`src/rtl/cpu_controller.sv`:
```
// Multi-cycle control FSM for the 16-bit accumulator CPU: sequences fetch, decode,
// execute and write-back and drives all datapath selects, enables and memory strobes.
module cpu_controller (
  input  logic       clk,
  input  logic       rst,
  input  logic [3:0] opcode,
  input  logic [8:0] func,
  output logic       PcWrite,
  output logic       branch,
  output logic       IorD,
  output logic       IRWrite,
  output logic       regDst,
  output logic       moveTo,
  output logic       dataFromMem,
  output logic       noOp,
  output logic       regWrite,
  output logic       ALUSrcA,
  output logic [1:0] ALUSrcB,
  output logic [1:0] PcSrc,
  output logic [2:0] ALUopc,
  output logic       memRead,
  output logic       memWrite,
  output logic [3:0] state
);

  typedef enum logic [3:0] {
    FETCH  = 4'd0,
    DECODE = 4'd1,
    LD_MEM = 4'd2,
    LD_WB  = 4'd3,
    ST     = 4'd4,
    JMP    = 4'd5,
    BRZ    = 4'd6,
    C_EX   = 4'd7,
    C_WB   = 4'd8,
    I_EX   = 4'd9,
    I_WB   = 4'd10
  } stateT;

  localparam logic [3:0] OP_LOAD  = 4'b0000;
  localparam logic [3:0] OP_STORE = 4'b0001;
  localparam logic [3:0] OP_JUMP  = 4'b0010;
  localparam logic [3:0] OP_BZ    = 4'b0100;
  localparam logic [3:0] OP_CTYPE = 4'b1000;

  localparam logic [2:0] ALU_ADD   = 3'b000;
  localparam logic [2:0] ALU_SUB   = 3'b001;
  localparam logic [2:0] ALU_AND   = 3'b010;
  localparam logic [2:0] ALU_OR    = 3'b011;
  localparam logic [2:0] ALU_NOTA  = 3'b100;
  localparam logic [2:0] ALU_PASSB = 3'b101;
  localparam logic [2:0] ALU_PASSA = 3'b110;

  localparam logic [1:0] SRCB_REG   = 2'b00;
  localparam logic [1:0] SRCB_ONE   = 2'b01;
  localparam logic [1:0] SRCB_IMM   = 2'b10;
  localparam logic [1:0] PC_ALU     = 2'b00;
  localparam logic [1:0] PC_BRANCH  = 2'b01;
  localparam logic [1:0] PC_JUMP    = 2'b10;

  stateT curState;
  stateT nxtState;

  // A C-type function is executable only when exactly one of bits 0..6 is set.
  function automatic logic cFuncIsNop(input logic [8:0] f);
    logic [6:0] low;
    low = f[6:0];
    return f[8] | f[7] | (low == 7'd0) | ((low & (low - 7'd1)) != 7'd0);
  endfunction

  function automatic logic [2:0] cFuncOp(input logic [8:0] f);
    logic [2:0] op;
    op = ALU_ADD;
    if (!cFuncIsNop(f)) begin
      unique case (1'b1)
        f[0]:    op = ALU_PASSA;
        f[1]:    op = ALU_PASSB;
        f[2]:    op = ALU_ADD;
        f[3]:    op = ALU_SUB;
        f[4]:    op = ALU_AND;
        f[5]:    op = ALU_OR;
        f[6]:    op = ALU_NOTA;
        default: op = ALU_ADD;
      endcase
    end
    return op;
  endfunction

  function automatic logic [2:0] immOp(input logic [1:0] sel);
    logic [2:0] op;
    unique case (sel)
      2'b00:   op = ALU_ADD;
      2'b01:   op = ALU_SUB;
      2'b10:   op = ALU_AND;
      default: op = ALU_OR;
    endcase
    return op;
  endfunction

  function automatic stateT decodeNext(input logic [3:0] op);
    stateT ns;
    if (op[3:2] == 2'b11) begin
      ns = I_EX;
    end else begin
      unique case (op)
        OP_LOAD:  ns = LD_MEM;
        OP_STORE: ns = ST;
        OP_JUMP:  ns = JMP;
        OP_BZ:    ns = BRZ;
        OP_CTYPE: ns = C_EX;
        default:  ns = FETCH;
      endcase
    end
    return ns;
  endfunction

  always_ff @(posedge clk or posedge rst) begin
    if (rst) curState <= FETCH;
    else     curState <= nxtState;
  end

  assign state = curState;

  always_comb begin
    nxtState    = FETCH;
    PcWrite     = 1'b0;
    branch      = 1'b0;
    IorD        = 1'b0;
    IRWrite     = 1'b0;
    regDst      = 1'b0;
    moveTo      = 1'b0;
    dataFromMem = 1'b0;
    noOp        = 1'b0;
    regWrite    = 1'b0;
    ALUSrcA     = 1'b0;
    ALUSrcB     = SRCB_REG;
    PcSrc       = PC_ALU;
    ALUopc      = ALU_ADD;
    memRead     = 1'b0;
    memWrite    = 1'b0;

    unique case (curState)
      FETCH: begin
        memRead  = 1'b1;
        IRWrite  = 1'b1;
        ALUSrcA  = 1'b1;
        ALUSrcB  = SRCB_ONE;
        ALUopc   = ALU_ADD;
        PcSrc    = PC_ALU;
        PcWrite  = 1'b1;
        nxtState = DECODE;
      end
      DECODE: nxtState = decodeNext(opcode);
      LD_MEM: begin
        IorD     = 1'b1;
        memRead  = 1'b1;
        nxtState = LD_WB;
      end
      LD_WB: begin
        dataFromMem = 1'b1;
        regWrite    = 1'b1;
      end
      ST: begin
        IorD     = 1'b1;
        memWrite = 1'b1;
      end
      JMP: begin
        PcSrc   = PC_JUMP;
        PcWrite = 1'b1;
      end
      // PC is only updated by the datapath when the pass-A result is zero.
      BRZ: begin
        ALUopc = ALU_PASSA;
        PcSrc  = PC_BRANCH;
        branch = 1'b1;
      end
      C_EX: begin
        ALUSrcB  = SRCB_REG;
        ALUopc   = cFuncOp(func);
        nxtState = C_WB;
      end
      C_WB: begin
        regWrite = 1'b1;
        if (cFuncIsNop(func)) begin
          noOp = 1'b1;
        end else if (func[0]) begin
          moveTo = 1'b1;
          regDst = 1'b1;
        end
      end
      I_EX: begin
        ALUSrcB  = SRCB_IMM;
        ALUopc   = immOp(opcode[1:0]);
        nxtState = I_WB;
      end
      I_WB: regWrite = 1'b1;
      default: nxtState = FETCH;
    endcase
  end

endmodule

```
`config.mk`:
```
export PLATFORM = sky130hd
export DESIGN_NAME = cpu_controller
export DESIGN_NICKNAME = d
export VERILOG_FILES = /design/src/rtl/cpu_controller.sv
export SDC_FILE = /design/constraint.sdc
export NUM_CORES = 1
export LEC_CHECK = 0
export ABC_AREA = 1
export CAP_MARGIN = 25
export CELL_PAD_IN_SITES_DETAIL_PLACEMENT = 1
export CELL_PAD_IN_SITES_GLOBAL_PLACEMENT = 2
export CORE_MARGIN = 2
export CORE_UTILIZATION = 17
export CTS_BUF_LIST = sky130_fd_sc_hd__clkbuf_4 sky130_fd_sc_hd__clkbuf_8
export CTS_CLUSTER_DIAMETER = 30
export CTS_CLUSTER_SIZE = 24
export DETAILED_ROUTE_END_ITERATION = 10
export GPL_TIMING_DRIVEN = 0
export MAX_ROUTING_LAYER = met4
export PLACE_DENSITY = 0.79
export SLEW_MARGIN = 0
export SYNTH_ARGS = -nofsm -noshare
export SYNTH_HDL_FRONTEND = slang
export SYNTH_SLANG_ARGS = --single-unit
export TNS_END_PERCENT = 20
```
`constraint.sdc`:
```
create_clock -name clk -period 1.5 [get_ports clk]
set_input_delay 0.225 -clock clk [delete_from_list [all_inputs] [get_ports clk]]
set_output_delay 0.225 -clock clk [all_outputs]
set_load 0.01 [all_outputs]
```
-- Word-level counts from Yosys, hierarchy flattened
Cells that the tools add are included.
- $mul: 0
- add/subtract/negate cells: 1
- bitwise operators: 4
- mux-type cells: 22
- order comparisons: 0
- reductions and logical operators: 9
- div/mod/pow operators: 0
- shift-type cells: 0
- equality and inequality tests: 17
- operators by type and width (operator ; number):
    $eq 4x3->1 const B ; 5
    $pmux 4 s5 ; 1
    $pmux 3 s6 ; 1
    $eq 4x4->1 const B ; 4
    $pmux 3 s5 ; 1
    $mux 1 ; 13
    $eq 4x2->1 const B ; 3
    $pmux 3 s3 ; 1
    $eq 4x1->1 const B ; 2
    $logic_not 4->1 ; 2
    $pmux 2 s2 ; 2
    $and 7x7->7 ; 1
    $logic_not 7->1 ; 1
    $reduce_bool 7->1 ; 1
    $sub 7x1->7 const B ; 1
    $pmux 2 s3 ; 1
    $reduce_or 2->1 ; 3
    $eq 2x2->1 const B ; 2
    $mux 4 ; 1
    $mux 3 ; 1
    $or 1x1->1 ; 3
    $reduce_or 3->1 ; 1
    $eq 2x1->1 const B ; 1
    $logic_not 2->1 ; 1
- output and inout port bits: 23
- RAM bits: 0
- register bits after elaboration: 4
- bits in read-only memories: 0
- memories: 0
- logic and storage cells: 54
- latch bits: 0
- input port bits: 15

-- Logic depth before layout (Yosys ltp)
Gate-level depths: netlist (run 1).
- depth in word-level cells: 6
- depth in mapped cells: 7
- depth with buffers taken out: 7

-- Worst setup path before layout (run 1)
OpenSTA, ideal clock, no wires.
- path kind: register to output
- start: register curState[0], in the netlist state[0]
- end: output port regDst
- arrival time: 1254 ps
- path buffers: 1
- path slack: 21 ps
- cell stages (with the launch flop): 7
- required time: 1275 ps
- cells stage by stage: dfrtp_1 > inv_2 > nand2_1 > nor2_1 > nand2_1 > nor2_1 > buf_4
- word-level cells in the longest chain between the ends: 2
- RTL lines (item ; RTL line ; text):
    start, declared ; 61 ; stateT curState;
    start signal, assigned ; 119 ; else curState <= nxtState;
    $eq 4x4->1 ; n/a ;
    $mux 1 ; n/a ;
    end, declared ; 12 ; output logic regDst,
Every way passes these cells.

-- Worst setup path in the final report (run 1)
- start: register curState[3], in the netlist state[3]
- end: output port regWrite
- word-level cells in the longest chain between the ends: 3
- elaborated cells on any way between the ends: 5
- those cells by class: eq/ne (3); mux (1); reduce/logical (1)
- RTL lines (item ; RTL line ; text):
    $eq 4x4->1 or $eq 4x2->1 (tied branches) ; 142 ; unique case (curState)
    $reduce_or 3->1 (no line) (*) ; n/a ;
    $mux 1 (*) ; 142 ;
    end, declared ; 16 ; output logic regWrite,
Every way passes the cells marked *; elsewhere a longest branch is shown, timed or not.

==> impl_metrics.tcl, run 1 <==
set metrics [dict create \
    status "finished with violations" \
    violations "negative setup slack" \
    drive_gt1_frac 0.430 \
    drt_wl_total_mm 1.98 \
    stdcell_count 195 \
    largest_reg_flops 4 \
    reg2regPathDepth 7 \
    vias 802 \
    slew-limit-headroom 0.808 \
    final_cell_mix "nand2_1 (17), nor2_1 (16), inv_1 (13), buf_4 (13)" \
    async_reset_ff_frac 1.00 \
    path_class "register to primary output" \
    r2r_setup_slack_ps 280 \
    drv_slew 0 \
    grt_antenna_before_repair 0 \
    crit_required_ps 1270 \
    cts-hold-fix-buffers 0 \
    crit_path_max_fanout 6 \
    ys_seq_area_frac 0.172 \
    final_area_um2 1080 \
    critPathLaunch "state[3]" \
    grt_use_met3 0.0288 \
    clock_latency_ps 230 \
    hpwl_mm 1.58 \
    ant_nets 0 \
    setup-tns-final_ps -916 \
    syn_area_per_cell_um2 5.88 \
    crit_arrival_ps 1400 \
    die_x_um 62.5 \
    powerDensity_nw_per_um2 1240 \
    fin_skew_ps 0.508 \
    synth_edf_count 0 \
    syn_inst 99 \
    grt_util_met2 0.203 \
    max-clock-path-buffers 2 \
    wl_per_cell_um 10.2 \
    grt_pass1_wl_mm 3.39 \
    fillerInstances 445 \
    cp-start-kind "register" \
    clock_power_share 0.097 \
    hold_class "input port to async pin" \
    switchingPower_mw 0.638 \
    grt_pass1_vias 826 \
    synthDistinctLibCells 24 \
    gr-usage-all-layers 0.108 \
    antenna_cells 0 \
    synth_top_area_frac 0.172 \
    syn_area_um2 582 \
    io_pins 38 \
    grt_max_degree 8 \
    min_period_ps 1620 \
    layout_worst_path_cycle_share 1.08 \
    rsz0062_at_grt "yes" \
    power_frac_seq 0.159 \
    ys_top_cells_by_area "dfrtp_1 (17%), nor2_1 (15%), nand2_1 (13%), inv_1 (11%), nand3_1 (4.3%)" \
    placed_cells 182 \
    p_sw_frac 0.477 \
    coreArea_um2 3310 \
    leakagePower_nw 0.577 \
    multi_input_area_um2 427 \
    cp-endpoint "regWrite" \
    dr.first_iter.drc_count 21 \
    place.gp.congestion 0.749 \
    numCtsBuffers 3 \
    setup_violations 12 \
    clk_pin_slew_worst_paths_ps 30 \
    synthFlopType "dfrtp_1" \
    ir_drop_uv 311 \
    via_per_inst 4.11 \
    tightest_slew_ps 287 \
    worst_slack_ps -123 \
    placed_cell_area_um2 1010 \
    nets 166 \
    htree_levels 1 \
    yosys_warnings 0 \
    combPwrFrac 0.744 \
    clock.fmax_ghz 0.616 \
    die_area_um2 3910 \
    syn_to_final_growth_pct 85.2 \
    initial_core_util 0.176 \
    fp-row-count 21 \
    syn_nets 114 \
    busiest_layer "met2" \
    final_common_cell "nand2_1" \
    dieHeight_um 62.5 \
    end_kind "primary output" \
    crit-reg2reg-capture "state[2]" \
    grtUsageMet1 0.108 \
    synth_seq_cells 4 \
    cts_sinks 4 \
    ff_latch_area_um2 104 \
    internal-power_mw 0.700 \
    cts_root_buf "clkbuf_4" \
    cts_tree "built" \
    grt_overflow 0 \
    portBuffers 37 \
    max-cap-violations 0 \
    route.detailed.drc 0 \
    rr_startpoint "state[3]" \
    yosys.area.top_type "dfrtp_1" \
    dr.pass1.iters 4 \
    hold_viol 0 \
]
-- power by group through the flow --
stage               clock (mW)  combinational [mW]  sequential [mW]
floorplan                    0               0.462            0.216
global placement             0               0.958            0.210
detailed placement           0               0.977            0.209
CTS                      0.138               0.950            0.210
global route             0.149                1.11            0.222
finish                   0.129               0.995            0.213
-- worst min-delay path by stage --
stage | to | cells past startpoint | start
after floorplan | state[0] | 1 | rst
after global placement | state[2] | 2 | rst
after detailed placement | state[3] | 2 | rst
after CTS | state[1] | 2 | rst
after global routing | state[2] | 2 | rst
final | state[1] | 2 | rst
-- layout make-up --
cell class                      instances  share of cell area
Buffer                                  3              0.0209
Clock buffer                            3              0.0209
Inverter                               18              0.0650
Multi-Input combinational cell         74               0.396
Sequential cell                         4              0.0964
Tap cell                               46              0.0534
Timing Repair Buffer                   47               0.347
-- metal layers --
metal | vias up | share of wire
li1 | 409 | -
met1 | 371 | 0.43
met2 | 20 | 0.52
met3 | 2 | 0.046
met4 | 0 | 0.0066
met5 | - | 0
-- per-stage QoR --
stage / setup slack [ps] / hold slack [ps] / total power, mW / util
2_1_floorplan: 21.3 / -8.92 / 0.678 / -
3_3_place_gp: -787 / 410 / 1.17 / 0.305
3_5_place_dp: -807 / 421 / 1.19 / 0.305
4_1_cts: -250 / 170 / 1.30 / 0.318
5_1_grt: -256 / 205 / 1.48 / 0.325
6_report: -123 / 172 / 1.34 / 0.325
-- timing repair --
item                       4_1_cts  5_1_grt
pin swaps                       16        9
setup buffers                    6        4
gates resized for setup         78       21
setup endpoints to repair       20       20
hold endpoints to repair         0        0
-- cell usage after synthesis (2+ instances only) --
master and n:
inv_1 17, nor3_1 2, nand2_1 20, nor2_1 23
buf_4 3, nand2_2 2, nor2_2 3, o21ai_0 2
nand3_1 5, nand4_1 4, dfrtp_1 4, nor2_4 2
-- worst max-delay path, cell delays in order (launching register included) --
cell      delay [ps]
dfrtp_2          430
buf_4            160
nor2_4           100
inv_2             70
nor3_2           130
o21bai_1         130
buf_2            140
-- cell families after synthesis --
kind of cell / count (synthesis) / synth area share
compound gates: 10 / 0.146
buf+inv: 21 / 0.155
flops: 4 / 0.172
simple gates: 64 / 0.527
Power figures use the tool's default switching activity.
==> run 2: changes to the inputs <==
Settings changed: CORE_UTILIZATION 17 to 18, PLACE_DENSITY 0.79 to 0.83.
Clock period 1.5 ns to 1.95 ns, I/O delays scaled along.
==> run 2 against run 1 <==
The run now ends clean. Global-route usage rose by 0.75 points. Routed wire length fell by 1.8%. Critical path depth rose by 3. Die area fell by 5.2%. Total power fell by 22%. Via count fell by 3.4%. Sequential power fell by 21%. Sequential share of layout area fell by 0.10 points. Design area rose by 1.0%. Largest cell class unchanged. Highest routed layer unchanged.
==> impl_metrics.tcl, run 2 (same netlist as run 1, synthesis figures left out) <==
set metrics [dict create \
    tightest_slew_ps 295 \
    worst_slack_ps 50.7 \
    hold_viol 0 \
    cp-start-kind "input port" \
    fin_util 0.357 \
    setup_violations 0 \
    setup-tns-final_ps 0 \
    crit_path_max_fanout 3 \
    numCtsBuffers 3 \
    portBuffers 37 \
    htree_levels 1 \
    max-clock-path-buffers 2 \
    cts_sinks 4 \
    grt_pass1_vias 721 \
    cts_root_buf "clkbuf_4" \
    grt_max_degree 8 \
    layout_worst_path_cycle_share 0.974 \
    route.detailed.drc 0 \
    grt_overflow 0 \
    end_kind "primary output" \
    max-cap-violations 0 \
    path_class "input port to primary output" \
    coreArea_um2 3050 \
    crit_required_ps 1660 \
    powerDensity_nw_per_um2 961 \
    grt_antenna_before_repair 0 \
    dieHeight_um 60.9 \
    crit_arrival_ps 1610 \
    fin_skew_ps 1.10 \
    grt_pass1_wl_mm 3.08 \
    antenna_cells 0 \
    cts_tree "built" \
    rsz0062_at_grt "yes" \
    via_per_inst 4.14 \
    clock.fmax_ghz 0.527 \
    syn_to_final_growth_pct 87.1 \
    drt_wl_total_mm 1.95 \
    ant_nets 0 \
    final_common_cell "nor2_1" \
    ir_drop_uv 236 \
    place.gp.congestion 0.759 \
    clock_latency_ps 230 \
    final_cell_mix "nor2_1 (18), nand2_1 (17), clkdlybuf4s50_1 (17)" \
    initial_core_util 0.191 \
    min_period_ps 1900 \
    dr.pass1.iters 3 \
    place_ws_ps -509 \
    dr.first_iter.drc_count 29 \
    nets 160 \
    die_area_um2 3700 \
    gr-usage-all-layers 0.115 \
    io_pins 38 \
    clk_pin_slew_worst_paths_ps 40 \
    vias 775 \
    largest_reg_flops 4 \
    drv_slew 0 \
    hold_class "input port to async pin" \
    leakagePower_nw 0.603 \
    status "complete, no violations" \
    whs_ps 243 \
    hpwl_mm 1.64 \
    fp-row-count 20 \
    die_x_um 60.9 \
    slew-limit-headroom 0.802 \
    wl_per_cell_um 10.4 \
    drive_gt1_frac 0.301 \
]
==> run 2: cell types whose count changed in the layout (fill, tap and decap cells not counted), sizes merged <==
| cell | change |
|---|---|
| buf | -17 |
| clkdlybuf4s15 | -1 |
| clkdlybuf4s50 | +10 |
| dlygate4sd2 | -3 |
| dlymetal6s2s | +5 |
==> run 2: critical path, cell delays in order <==
cell             delay [ps]
clkdlybuf4s50_1         470
inv_2                    50
nand2_2                  60
nor2_1                   60
o21ai_4                 160
buf_4                   140
nand4_1                  70
nand2_1                  80
clkdlybuf4s15_2         220
==> run 2: repair_timing <==
item                                    in CTS  in global routing
hold buffers                                 0                  0
resized for setup                           30                 17
endpoints found under the setup margin      15                 15
pin swaps                                    9                  2
buffers inserted                             3                  1
==> run 2: power by group <==
part / switching (mW) / leakage [nW] / internal, mW
clock network: 0.0335 / 0.0138 / 0.0688
registers: 0.0503 / 0.0480 / 0.118
logic: 0.387 / 0.541 / 0.388
==> run 2: layer usage <==
metal	track usage	routed length, µm	up-vias
met3	0.0256	90	2
met5	-	0	-
met1	0.126	825	354
met4	0.0466	20	0
met2	0.201	1010	21
li1	-	-	398
==> run 2: through the flow <==
stage,cell area [µm²],total power [mW],cells
2_1_floorplan,582,0.522,99
3_3_place_gp,1010,0.897,180
3_5_place_dp,1010,0.911,180
4_1_cts,1060,1.04,186
5_1_grt,1090,1.15,187
6_report,1090,1.05,187
==> run 2: path summary, 6_finish.rpt <==
kind                           from   endpoint  slack, ps  depth (start not counted)
max                         func[4]  ALUopc[2]         50                          9
min                             rst   state[1]        240                          2
max reg2reg                state[1]   state[2]        810                          6
min reg2reg                state[0]   state[0]        570                          1
max in group asynchronous       rst   state[0]       1550                          2
min in group clk           state[0]   state[0]        570                          1
==> run 2: area by class of cell <==
cell class	instances	area [µm²]
multi-input cells	74	422
repair buffers	41	393
fillers	407	1960
clock buffers	3	22.5
well taps	44	55.1
plain buffers	3	22.5
inverters	18	70.1
flip-flops and latches	4	104
==> run 3: changes to the inputs <==
Settings changed: CORE_UTILIZATION 18 to 17, PLACE_DENSITY 0.83 to 0.79, SKIP_CTS_REPAIR_TIMING from default to 1.
Clock period 1.95 ns to 2 ns, I/O delays scaled along.
==> run 3 against run 2 <==
The flow now finishes with violations (negative setup slack). Via count decreased by 2.1%. Routed wire length shrank 5.4%. Register-to-register slack better by 140 ps. Clock skew is 0.60 ps lower. Die area is 5.5% higher. Setup slack got worse by 86 ps. Core utilization is 3.2 points lower. Clock-buffer cell count is the same. Sequential power shrank 5%. Cell count decreased by 0.53%. Global-route usage is 1.4 points lower. Worst hold slack improved by 2.7 ps. Highest routed layer unchanged.
==> impl_metrics.tcl, run 3 (same netlist as run 1, synthesis figures left out) <==
set metrics [dict create \
    status "finished with violations" \
    violations "negative setup slack" \
    worst_slack_ps -34.9 \
    final_cell_mix "clkdlybuf4s50_1 (24), nor2_1 (21), nand2_1 (20)" \
    drt_wl_total_mm 1.84 \
    cpPeakStageDelay_ps 550 \
    crit-reg2reg-capture "state[2]" \
    r2r_setup_slack_ps 950 \
    final_area_um2 1070 \
    cts_root_buf "clkbuf_4" \
    cts_tree "built" \
    dieHeight_um 62.5 \
    stdcell_count 186 \
    io_pins 38 \
    fillerInstances 436 \
    grt_pass1_wl_mm 3.19 \
    min_period_ps 2030 \
    internal-power_mw 0.546 \
    dr.pass1.iters 4 \
    place.gp.congestion 0.749 \
    clk_pin_slew_worst_paths_ps 30 \
    layout_worst_path_cycle_share 1.02 \
    critPathLaunch "state[2]" \
    hold_class "input port to async pin" \
    place_ws_ps -457 \
    grt_overflow 0 \
    fin_skew_ps 0.502 \
    initial_core_util 0.176 \
    portBuffers 37 \
    crit_path_max_fanout 6 \
    path_cells "nor2_2 > inv_2 > nor3_2 > o21bai_1 > clkdlybuf4s50_1" \
    clock_latency_ps 230 \
    rr_startpoint "state[2]" \
    tightest_slew_ps 287 \
    max-cap-violations 0 \
    critPathBufInv 2 \
    combPwrFrac 0.735 \
    ir_drop_uv 223 \
    leakagePower_nw 0.624 \
    die_area_um2 3910 \
    htree_levels 1 \
    syn_to_final_growth_pct 84.5 \
    final_common_cell "clkdlybuf4s50_1" \
    fp-row-count 21 \
    reg2regPathDepth 5 \
    via_per_inst 4.08 \
    crit_required_ps 1700 \
    p_sw_frac 0.438 \
    numCtsBuffers 3 \
    largest_reg_flops 4 \
    crit_family "buffers and inverters" \
    clock_power_share 0.100 \
    grt_pass1_vias 790 \
    setup-tns-final_ps -49.9 \
    power_frac_seq 0.164 \
    drv_slew 0 \
    ant_nets 0 \
    cp-start-kind "register" \
    coreArea_um2 3310 \
    placed_cells 182 \
    cts_sinks 4 \
    nets 157 \
    end_kind "primary output" \
    die_x_um 62.5 \
    hold_viol 0 \
    route.detailed.drc 0 \
    switchingPower_mw 0.425 \
    ff_latch_area_um2 104 \
    path_class "register to primary output" \
    vias 759 \
    grt_antenna_before_repair 0 \
    hpwl_mm 1.58 \
    rsz0062_at_grt "yes" \
    crit_slowest_cell "clkdlybuf4s50_1" \
    fin_util 0.324 \
    powerDensity_nw_per_um2 904 \
    placed_cell_area_um2 1010 \
    dr.first_iter.drc_count 16 \
    wl_per_cell_um 9.91 \
    clock.fmax_ghz 0.491 \
    max-clock-path-buffers 2 \
    setup_violations 2 \
    slew-limit-headroom 0.808 \
    multi_input_area_um2 402 \
    grt_max_degree 8 \
    drive_gt1_frac 0.207 \
    crit_arrival_ps 1730 \
    gr-usage-all-layers 0.101 \
    antenna_cells 0 \
]
==> run 3: how the worst max path moves through the flow <==
stage / end / slack (ps) / cells past startpoint
finish: regWrite / -30 / 5
global route: regWrite / -150 / 5
CTS: regDst / -460 / 8
detailed placement: regDst / -460 / 8
global placement: regDst / -440 / 8
floorplan: regDst / 450 / 6
==> run 3: area by class of cell <==
class / count / area share
Timing Repair Buffer: 38 / 0.371
Multi-Input combinational cell: 74 / 0.374
Buffer: 3 / 0.0210
Clock buffer: 3 / 0.0210
Sequential cell: 4 / 0.0967
Tap cell: 46 / 0.0536
Inverter: 18 / 0.0629
==> run 3: worst reg2reg max path, delay by kind of cell, from the launching register on <==
kind / cells / cell delay [ps]
flip-flops: 1 / 430
AO/OA/AOI/OAI: 1 / 110
AND/OR/NAND/NOR: 4 / 440
==> run 3: stage by stage <==
stage | power (mW) | hold slack, ps
final | 0.971 | 246
after global routing | 1.07 | 267
after CTS | 0.994 | 245
after detailed placement | 0.889 | 496
after global placement | 0.876 | 485
after floorplan | 0.509 | 66.1
==> run 3: per-layer routing <==
metal | vias up | global-route usage | share of wire
met4 | 0 | 0.0333 | 0.0071
met5 | - | - | 0
met2 | 20 | 0.190 | 0.51
li1 | 389 | - | -
met3 | 2 | 0.0234 | 0.039
met1 | 348 | 0.104 | 0.44
==> run 3: power groups by stage <==
stage / clock [mW] / sequential [mW] / combinational [mW]
finish: 0.0971 / 0.160 / 0.714
floorplan: 0 / 0.162 / 0.347
global route: 0.112 / 0.165 / 0.794
detailed placement: 0 / 0.157 / 0.733
global placement: 0 / 0.157 / 0.719
CTS: 0.104 / 0.156 / 0.734
